$ cat config.mk
export PLATFORM = sky130hd
export DESIGN_NAME = alu_arbiter
export DESIGN_NICKNAME = d
export VERILOG_FILES = /design/src/rtl/alu_arbiter_pkg.sv /design/src/rtl/alu_arbiter_rr.sv /design/src/rtl/alu_arbiter.sv
export SDC_FILE = /design/constraint.sdc
export NUM_CORES = 1
export LEC_CHECK = 0
export BUFFER_PORTS_ARGS = -buffer_cell sky130_fd_sc_hd__buf_2
export CORE_ASPECT_RATIO = 1.25
export CORE_UTILIZATION = 25
export DETAILED_ROUTE_END_ITERATION = 8
export PLACE_DENSITY = 0.56
export SLEW_MARGIN = 25
export SYNTH_ARGS = -nofsm -noshare
export SYNTH_HDL_FRONTEND = slang
export SYNTH_SLANG_ARGS = --single-unit
$ cat constraint.sdc
create_clock -name clk -period 3.78 [get_ports clk]
set_input_delay 0.378 -clock clk [delete_from_list [all_inputs] [get_ports clk]]
set_output_delay 0.378 -clock clk [all_outputs]
set_load 0.05 [all_outputs]
$ cat src/rtl/alu_arbiter_pkg.sv
// Shared definitions for the ALU arbiter: op codes, controller states and the op-code type.
package alu_pkg;

    typedef logic [2:0] op_t;

    localparam op_t OP_ADD = 3'd0;
    localparam op_t OP_SUB = 3'd1;
    localparam op_t OP_DIV = 3'd2;
    localparam op_t OP_AND = 3'd3;
    localparam op_t OP_XOR = 3'd4;
    localparam op_t OP_OR  = 3'd5;
    localparam op_t OP_NOR = 3'd6;

    typedef enum logic [1:0] {
        IDLE,
        EXEC,
        RESP
    } state_t;

endpackage

$ cat src/rtl/alu_arbiter_rr.sv
// Two-way round-robin grant; last_grant only advances when the granted request is accepted.
module rr_arbiter2 (
    input  logic       clk,
    input  logic       rst_n,
    input  logic [1:0] valid,
    input  logic       accept,
    output logic       grant,
    output logic       grant_valid
);

    logic last_grant;

    always_ff @(posedge clk or negedge rst_n) begin
        if (!rst_n) begin
            last_grant <= 1'b1;
        end else if (accept) begin
            last_grant <= grant;
        end
    end

    always_comb begin
        grant_valid = |valid;
        grant       = 1'b0;
        if (valid == 2'b11) begin
            grant = ~last_grant;
        end else if (valid[1]) begin
            grant = 1'b1;
        end
    end

endmodule

$ cat src/rtl/alu_arbiter.sv
// Shares one combinational ALU between two requesters with round-robin arbitration.
// Optional macro ALU_ARB_DIVZ_TRAP_EN: divide-by-zero bypasses the ALU and flags rsp_divz.
module alu_arbiter
    import alu_pkg::*;
#(
    parameter int WIDTH      = 32,
    parameter int DIV_CYCLES = 4
) (
    input  logic             clk,
    input  logic             rst_n,
    input  logic             req0_valid,
    output logic             req0_ready,
    input  logic [WIDTH-1:0] req0_a,
    input  logic [WIDTH-1:0] req0_b,
    input  logic [2:0]       req0_op,
    input  logic             req1_valid,
    output logic             req1_ready,
    input  logic [WIDTH-1:0] req1_a,
    input  logic [WIDTH-1:0] req1_b,
    input  logic [2:0]       req1_op,
    output logic [WIDTH-1:0] alu_a,
    output logic [WIDTH-1:0] alu_b,
    output logic [2:0]       alu_op,
    input  logic [WIDTH-1:0] alu_result,
    input  logic             alu_branch,
    output logic             rsp_valid,
    input  logic             rsp_ready,
    output logic             rsp_id,
    output logic [WIDTH-1:0] rsp_result,
    output logic             rsp_branch,
    output logic             rsp_divz
);

    localparam int CW = (DIV_CYCLES > 1) ? $clog2(DIV_CYCLES) : 1;

    typedef struct packed {
        logic [WIDTH-1:0] a;
        logic [WIDTH-1:0] b;
        op_t              op;
    } req_t;

    state_t        state, state_next;
    req_t          req_sel, op_q;
    logic          id_q;
    logic [CW-1:0] count;
    logic          grant, grant_valid, accept, trap;

    rr_arbiter2 u_arb (
        .clk         (clk),
        .rst_n       (rst_n),
        .valid       ({req1_valid, req0_valid}),
        .accept      (accept),
        .grant       (grant),
        .grant_valid (grant_valid)
    );

    // rst_n gates the handshake so ready stays low while reset is held
    assign accept     = rst_n && (state == IDLE) && grant_valid;
    assign req0_ready = accept && !grant;
    assign req1_ready = accept && grant;

    always_comb begin
        req_sel = '{a: req0_a, b: req0_b, op: req0_op};
        if (grant) begin
            req_sel = '{a: req1_a, b: req1_b, op: req1_op};
        end
    end

`ifdef ALU_ARB_DIVZ_TRAP_EN
    logic divz_q;
    assign trap     = (req_sel.op == OP_DIV) && (req_sel.b == '0);
    assign rsp_divz = divz_q;
`else
    assign trap     = 1'b0;
    assign rsp_divz = 1'b0;
`endif

    assign alu_a     = op_q.a;
    assign alu_b     = op_q.b;
    assign alu_op    = op_q.op;
    assign rsp_valid = (state == RESP);

    always_ff @(posedge clk or negedge rst_n) begin
        if (!rst_n) begin
            state <= IDLE;
        end else begin
            state <= state_next;
        end
    end

    always_comb begin
        state_next = state;
        case (state)
            IDLE: if (accept) state_next = trap ? RESP : EXEC;
            EXEC: if (count == '0) state_next = RESP;
            RESP: if (rsp_ready) state_next = IDLE;
            default: state_next = IDLE;
        endcase
    end

    // Operand registers change only on a non-trapped accept, so the ALU inputs never toggle elsewhere
    always_ff @(posedge clk or negedge rst_n) begin
        if (!rst_n) begin
            op_q       <= '0;
            id_q       <= 1'b0;
            count      <= '0;
            rsp_id     <= 1'b0;
            rsp_result <= '0;
            rsp_branch <= 1'b0;
`ifdef ALU_ARB_DIVZ_TRAP_EN
            divz_q     <= 1'b0;
`endif
        end else if (accept) begin
            id_q <= grant;
            if (!trap) begin
                op_q  <= req_sel;
                count <= (req_sel.op == OP_DIV) ? CW'(DIV_CYCLES - 1) : '0;
            end
`ifdef ALU_ARB_DIVZ_TRAP_EN
            else begin
                rsp_id     <= grant;
                rsp_result <= '0;
                rsp_branch <= (req_sel.a == '0);
                divz_q     <= 1'b1;
            end
`endif
        end else if (state == EXEC) begin
            if (count == '0) begin
                rsp_id     <= id_q;
                rsp_result <= alu_result;
                rsp_branch <= alu_branch;
`ifdef ALU_ARB_DIVZ_TRAP_EN
                divz_q     <= 1'b0;
`endif
            end else begin
                count <= count - CW'(1);
            end
        end
    end

endmodule

## After elaboration in Yosys (flattened, before gate mapping)

Cells that the tools add are included.

| storage, ports and cells | value |
|---|---|
| register bits | 107 |
| input port bits | 172 |
| output and inout port bits | 105 |
| logic and storage cells | 44 |

| operators by class | value |
|---|---|
| $add $sub $neg | 1 |
| equality and inequality tests | 8 |
| mux-type cells | 11 |
| bitwise operators | 2 |
| reduce and logical (&&, ||, !) cells | 12 |

Operators by type and width:

| kind | count |
|---|---|
| two-way mux 67 bit | 1 |
| two-way mux 2 bit | 7 |
| != test 2 bit (second input constant) | 3 |
| case mux 2 bit (3 select lines) | 1 |
| AND reduction 3 bit | 2 |
| == test 2 bit (second input constant) | 2 |
| logical AND 1 bit | 4 |
| zero test 2 bit | 2 |
| == test 3 x 2 -> 1 bit (second input constant) | 1 |
| == test 2 x 1 -> 1 bit (second input constant) | 1 |
| two-way mux 1 bit | 2 |
| != test 2 x 1 -> 1 bit (second input constant) | 1 |
| NOT 1 bit | 2 |
| AND reduction 2 bit | 1 |
| nonzero test 2 bit | 1 |
| OR reduction 2 bit | 1 |
| subtractor 2 x 1 -> 2 bit (second input constant) | 1 |
| zero test 1 bit | 1 |

## Longest topological paths before layout

Gate-level depths: netlist of the first run.

| depth | value |
|---|---|
| word-level depth | 6 |
| gate-level depth with buffers | 5 |

## Hierarchy

Synthesis of the first run repeated with hierarchy kept, for this count alone.

| unflattened totals | value |
|---|---|
| cells, all modules | 400 |
| area total of the unflattened synthesis | 4,829.6 um^2 |

By module, submodules not included:

| module | times used | cells an instance | area each (um^2) | seq. area each (um^2) |
|---|---|---|---|---|
| alu_arbiter | 1 | 396 | 4,770.8 | 2,652.5 |
| rr_arbiter2 | 1 | 4 | 58.8 | 26.3 |

## Least setup slack after synthesis of the first run

OpenSTA, ideal clock, no wires.

| timing path | value |
|---|---|
| path kind | flip-flop to output port |
| from | register state[0] |
| to | output port req0_ready |
| arrival time | 1.763 ns |
| setup slack | 1.639 ns |
| cell stages (with the launch flop) | 5 |
| buffers on the path | 2 |
| cell sequence | dfrtp_1 -> nor4b_2 -> buf_4 -> buf_4 -> nor2b_1 |

| on the way | value |
|---|---|
| cells in the longest elaborated chain, start to end | 4 |

Ends and longest elaborated chain:

| what | line | text |
|---|---|---|
| start, declared | alu_arbiter.sv:42 | `state_t state, state_next;` |
| start signal, assigned | alu_arbiter.sv:87 | `state <= state_next;` |
| zero test 2 bit | alu_arbiter.sv:58 | `assign accept = rst_n && (state == IDLE) && grant_valid;` |
| logical AND 1 bit (2 in a row) | alu_arbiter.sv:58 |  |
| logical AND 1 bit | alu_arbiter.sv:59 | `assign req0_ready = accept && !grant;` |
| end, declared | alu_arbiter.sv:12 | `output logic req0_ready,` |

No other way between the ends.

## Worst setup path after layout of the first run

| timing path | value |
|---|---|
| from | register u_arb.last_grant |
| to | output port req1_ready |

| on the way | value |
|---|---|
| cells in the longest elaborated chain, start to end | 3 |

Ends and longest elaborated chain:

| what | line | text |
|---|---|---|
| start, declared | alu_arbiter_rr.sv:11 | `logic last_grant;` |
| start signal, assigned | alu_arbiter_rr.sv:17 | `last_grant <= grant;` |
| NOT 1 bit | alu_arbiter_rr.sv:25 | `grant = ~last_grant;` |
| two-way mux 1 bit | alu_arbiter_rr.sv:24 | `if (valid == 2'b11) begin` |
| logical AND 1 bit | alu_arbiter.sv:60 | `assign req1_ready = accept && grant;` |
| end, declared | alu_arbiter.sv:17 | `output logic req1_ready,` |

No other way between the ends.

==> results of run 1 <==
==> power groups by stage <==
stage	Combinational, µW	Sequential, µW	Clock (µW)
global route	3950	2120	1050
detailed placement	3830	2050	0
finish	3780	2020	958
global placement	3780	2030	0
CTS	3830	2040	1010
floorplan	988	3990	0
==> layout by cell type, fill, tap and decap left out <==
cell,netlist,routed
buf_2,4,274
dfrtp_1,106,106
mux2_2,88,88
mux2_1,83,83
clkbuf_16,0,9
buf_4,8,7
inv_1,3,3
nor3b_1,3,3
mux2i_1,3,3
inv_6,0,3
clkinv_2,0,2
a21boi_4,0,1
nor2_1,1,1
nor4b_4,0,1
and2_1,1,1
nand2b_1,1,1
nor2b_1,1,1
xnor2_1,1,1
or2_2,1,1
nand3b_1,1,1
o21ai_0,1,1
ha_1,1,1
conb_1,1,1
bufinv_16,0,1
clkinvlp_4,0,1
dfstp_2,1,1
==> Yosys cell counts <==
library cell | number | share of area
inv_1 | 3 | 0.0023
nand3b_1 | 1 | 0.0015
nor4b_2 | 1 | 0.0030
buf_6 | 8 | 0.018
mux2i_1 | 3 | 0.0061
nor3b_1 | 3 | 0.0046
mux2_2 | 88 | 0.20
buf_4 | 8 | 0.012
nor2b_1 | 1 | 0.0013
dfrtp_1 | 106 | 0.54
conb_1 | 1 | 0.00076
dfstp_2 | 1 | 0.0053
mux2_1 | 83 | 0.19
a21boi_1 | 1 | 0.0015
and2_1 | 1 | 0.0013
o21ai_0 | 1 | 0.0010
xnor2_1 | 1 | 0.0018
ha_1 | 1 | 0.0025
nor2_1 | 1 | 0.00076
buf_2 | 4 | 0.0041
or2_2 | 1 | 0.0013
nand2b_1 | 1 | 0.0013
==> area by class of cell <==
type,instances,area [µm²],area share
Clock buffer,9,225.2,0.03297
Clock inverter,7,73.82,0.01081
Inverter,3,11.26,0.001648
Multi-Input combinational cell,189,2087,0.3055
Sequential cell,107,2679,0.3921
Tap cell,265,331.6,0.04853
Timing Repair Buffer,281,1424,0.2084
==> worst paths after layout <==
check	start	endpoint	depth (start not counted)
max reg2reg	u_arb.last_grant	alu_b[27]	4
min	rst_n	rsp_result[5]	2
min in group clk	rsp_ready	state[1]	2
max	u_arb.last_grant	req1_ready	4
max in group asynchronous	rst_n	alu_b[9]	3
min reg2reg	rsp_result[8]	rsp_result[8]	1
==> registers in the layout (all words and copies together), names as in the netlist <==
name	cells
alu_a	32
u_arb.last_grant	1
alu_op	3
alu_b	32
state	2
rsp_branch	1
rsp_result	32
rsp_id	1
count	2
id_q	1
==> stage by stage <==
stage	area [µm²]	total power [µW]	setup slack, ns	utilization	hold slack [ns]
floorplan	4927	4981	1.639	-	0.08241
global placement	6533	5816	1.555	0.3368	0.4697
detailed placement	6533	5888	1.533	0.3368	0.4770
CTS	6832	6878	1.265	0.3522	0.1656
global route	6832	7113	1.159	0.3522	0.1878
finish	6832	6765	1.304	0.3522	0.1390
==> logic make-up after synthesis <==
group | Yosys count | synth area share
AND/OR/NAND/NOR | 10 | 0.01498
other | 1 | 0.0007611
multiplexers | 174 | 0.3969
buffers and inverters | 23 | 0.03682
flip-flops | 107 | 0.5437
AO/OA/AOI/OAI | 2 | 0.002539
XOR/XNOR | 1 | 0.001778
adder cells (fa/ha/maj) | 1 | 0.002539
==> worst register-to-register path: stages, from the launching register on <==
cell      delay, ns
dfstp_2        0.39
a21boi_4       0.13
buf_4          0.66
mux2_1         0.52
mux2_2         0.27
==> routing by layer <==
metal | part of all wire | vias to the layer above | track usage
li1 | - | 1677 | -
met1 | 0.39 | 1695 | 0.1167
met2 | 0.52 | 173 | 0.2044
met3 | 0.079 | 14 | 0.03528
met4 | 0.015 | 0 | 0.04113
met5 | 0 | - | 0
==> run summary, run 1 <==
Status -> completed
Setup TNS -> 0 ns
Switching share of power -> 0.5044
Sequential share of power -> 0.299
PwrDens -> 990.2 nW/µm²
PortBufs -> 275
CTS Sinks -> 107
Fmax -> 403.8 MHz
Remaining global-route overflow -> 0
Critical path class -> register to output port
Actual slew at the worst max-slew pin -> 0.9189 ns
Worst-skew pair later-pin latency -> 0.35 ns
Syn Area/Cell -> 15.45 µm²
Slowest Stage Delay on Critical Path -> 0.66 ns
Slew Limit Headroom -> 0.3874
Number of distinct library cells after synthesis -> 22
Worst Path Buf+Inv -> 2
Non-Filler Instances -> 861
Post-cts hold buffer count -> 0
Detailed Place HPWL -> 8549 µm
Die H -> 159.0 µm
Mapped Cells -> 319
P_sw -> 3412 µW
DRC viols -> 0
Vias -> 3,559
Period minus WS final -> 2.476 ns
Cell total after placement -> 845
Max_cap viols -> 0
Fin Clk Skew -> 0.009218 ns
Antenna violation net count after detailed routing -> 0
RSZ-0062 raised after global routing -> false
Final period util -> 0.6551
Largest net degree at the start of global routing -> 73
Synth Warn # -> 0
Slowest stage cell, crit path -> buf_4
# diodes -> 0
Comb pwr share -> 0.559
Critical path's top delay family -> buffers and inverters
Die footprint -> 20,280 µm²
CP arrival -> 2.10 ns
Initial DRC count -> 77
Area Overhead vs Synth -> 38.65%
Tot GR Track Use -> 0.1112
Type of destination of the critical path -> output port
P_leak -> 0.003275 µW
Starting Density -> 0.2540
Syn_nets -> 492
CP Max Fanout -> 72
Peak VDD IR -> 0.0005110 V
Site Rows -> 57
Crit path cell chain -> a21boi_4, buf_4, and2_1, buf_2
Final net count -> 764
Register area share after synthesis -> 0.5437
Clock H-tree levels -> 3
Int Power -> 3353 µW
Mapped cell area -> 4927 µm²
Final setup vio count -> 0
Post-Route WL -> 11,190 µm
Global-route wire length before repair -> 17,760 µm
Post-CTS setup repair buffer count -> 0
Clock power share -> 0.142
Number of global-route vias before repair -> 3,778
Reg clk slew, reported paths -> 0.07 ns
Core ar. -> 19,400 µm²
Longest Clk Path Bufs -> 2
Die X -> 127.6 µm
Min-Delay Path Class -> primary input to async pin
Fill count -> 1,956
DR pass1 iterations -> 4
Layout cells sized above 1 -> 0.6527
Worst endpoint required time -> 3.40 ns
Num CTS Buffers -> 9
IO Count -> 277
FF-to-FF setup slack -> 1.71 ns
RePlAce Congestion -> 0.6829
CP Launch Type -> register
Initial antenna violation count -> 0
CTS root buf -> clkbuf_16
Per-cell routed wire length -> 12.99 µm
PostCTS Resize Cnt -> 0
Hold Fails Final Rpt -> 0
CTS tree -> yes
Yosys reg bits -> 107
Drt via density -> 4.134
Slew Limit Fails -> 0
Power figures use the tool's default switching activity.
==> run 2, diff against run 1 <==
- PLACE_DENSITY: 0.56 -> 0.58
- clock period: 3.78 -> 2.1 ns (I/O delays scaled with it)
==> run summary, run 2 (synthesis gave the netlist of run 1 again) <==
Status -> finished with violations
Violated checks -> hold timing
Period minus WS final -> 1.986 ns
Core ar. -> 19,400 µm²
Hold Fails Final Rpt -> 10
Comb pwr share -> 0.572
Slew Limit Fails -> 0
Starting Density -> 0.2540
Crit path cell chain -> nor4b_4, buf_12, nor2b_1, buf_2
Post-cts hold buffer count -> 0
Reg clk slew, reported paths -> 0.07 ns
Fin Clk Skew -> 0.008805 ns
PwrDens -> 1761 nW/µm²
WHS -> -0.01393 ns
Detailed Place HPWL -> 8595 µm
Longest Clk Path Bufs -> 2
Fmax -> 503.5 MHz
Number of global-route vias before repair -> 3,804
Int Power -> 5974 µW
Largest net degree at the start of global routing -> 108
Worst-skew pair later-pin latency -> 0.34 ns
Peak VDD IR -> 0.0006991 V
CP Max Fanout -> 31
Clock H-tree levels -> 3
Cell total after placement -> 846
Post-CTS setup repair buffer count -> 0
Commonest non-fill, non-tap cell in the layout -> buf_2
Min-Delay Path Class -> primary input to async pin
DRC viols -> 0
Slowest Stage Delay on Critical Path -> 0.42 ns
Final net count -> 765
P_leak -> 0.003279 µW
RSZ-0062 raised after global routing -> false
Global-route wire length before repair -> 17,980 µm
IO Count -> 277
Switching share of power -> 0.5058
Critical path class -> register to output port
Setup TNS -> 0 ns
Max_cap viols -> 0
Reg2Reg Launch Point -> state[0]
Antenna violation net count after detailed routing -> 0
Post-layout utilization of the core -> 0.3538
Initial DRC count -> 65
# diodes -> 0
Final period util -> 0.9458
Type of destination of the critical path -> output port
Overall power -> 12,090 µW
RePlAce Congestion -> 0.6729
Final setup vio count -> 0
Die X -> 127.6 µm
DR pass1 iterations -> 4
PostCTS Resize Cnt -> 0
Die H -> 159.0 µm
Die footprint -> 20,280 µm²
Worst endpoint required time -> 1.89 ns
Num CTS Buffers -> 9
CP Launch Type -> register
Area Overhead vs Synth -> 39.31%
CP arrival -> 1.78 ns
Slowest stage cell, crit path -> dfrtp_1
Vias -> 3,555
Per-cell routed wire length -> 12.97 µm
CTS root buf -> clkbuf_16
Fill count -> 1,935
Post-Route WL -> 11,170 µm
Site Rows -> 57
Sequential share of power -> 0.301
Crit path launch -> state[0]
Slew Limit Headroom -> 0.6248
P_sw -> 6114 µW
Actual slew at the worst max-slew pin -> 0.5628 ns
Most frequent cells in the layout -> buf_2, dfrtp_1, mux2_2, mux2_1, clkbuf_16
Remaining global-route overflow -> 0
PortBufs -> 275
Clock power share -> 0.126
Tot GR Track Use -> 0.1130
Drt via density -> 4.129
CTS tree -> yes
CTS Sinks -> 107
Layout cells sized above 1 -> 0.6477
Initial antenna violation count -> 0
Non-Filler Instances -> 861
run 2: changes by cell type in the layout (fill, tap and decap cells not counted), sizes merged:
cell,previous run,this run
clkbuf,9,12
inv,6,4
buf,281,282
bufinv,1,0
clkinv,2,1
run 2: metrics by stage:
stage | instance area, µm² | setup WS, ns
2_1_floorplan | 4927 | 0.1265
3_3_place_gp | 6603 | 0.3735
3_5_place_dp | 6603 | 0.3277
4_1_cts | 6864 | 0.08674
5_1_grt | 6864 | 0.003962
6_report | 6864 | 0.1137
run 2: worst paths after layout:
path                                     to  slack (ns)  depth (start not counted)
min in group clk                   state[1]        0.07                          2
max in group asynchronous  u_arb.last_grant        1.69                          2
setup / recovery                 req0_ready        0.11                          4
hold reg to reg              rsp_result[18]        0.49                          1
hold / removal                    alu_b[30]       -0.01                          2
setup reg to reg                   alu_a[4]        0.34                          4
run 2: layout make-up:
cell class / instances / area [µm²] / area share
clock inverter: 3 / 25.02 / 0.003646
clock buffer: 12 / 236.5 / 0.03445
timing repair buffer: 282 / 1494 / 0.2176
multi-input combinational: 189 / 2087 / 0.3040
inverter: 3 / 11.26 / 0.001641
sequential: 107 / 2679 / 0.3903
tap: 265 / 331.6 / 0.04830
run 2: power groups by stage:
stage               Clock [µW]  Combinational (µW)  Sequential, µW
global placement             0                6890            3680
global route              1690                7250            3800
detailed placement           0                7010            3700
floorplan                    0                1780            7190
finish                    1530                6920            3640
CTS                       1610                7010            3670
run 2: routing by layer:
layer	vias to the layer above	routed length [µm]	global-route usage
li1	1678	-	-
met1	1705	4229	0.1180
met2	155	5931	0.2079
met3	17	782	0.03394
met4	0	222	0.04600
met5	-	0	0
run 2: critical path: cells and delay by family, from the launching register on:
family / cells / cell delay (ns)
flip-flops: 1 / 0.42
buffers and inverters: 2 / 0.51
AND/OR/NAND/NOR: 2 / 0.48
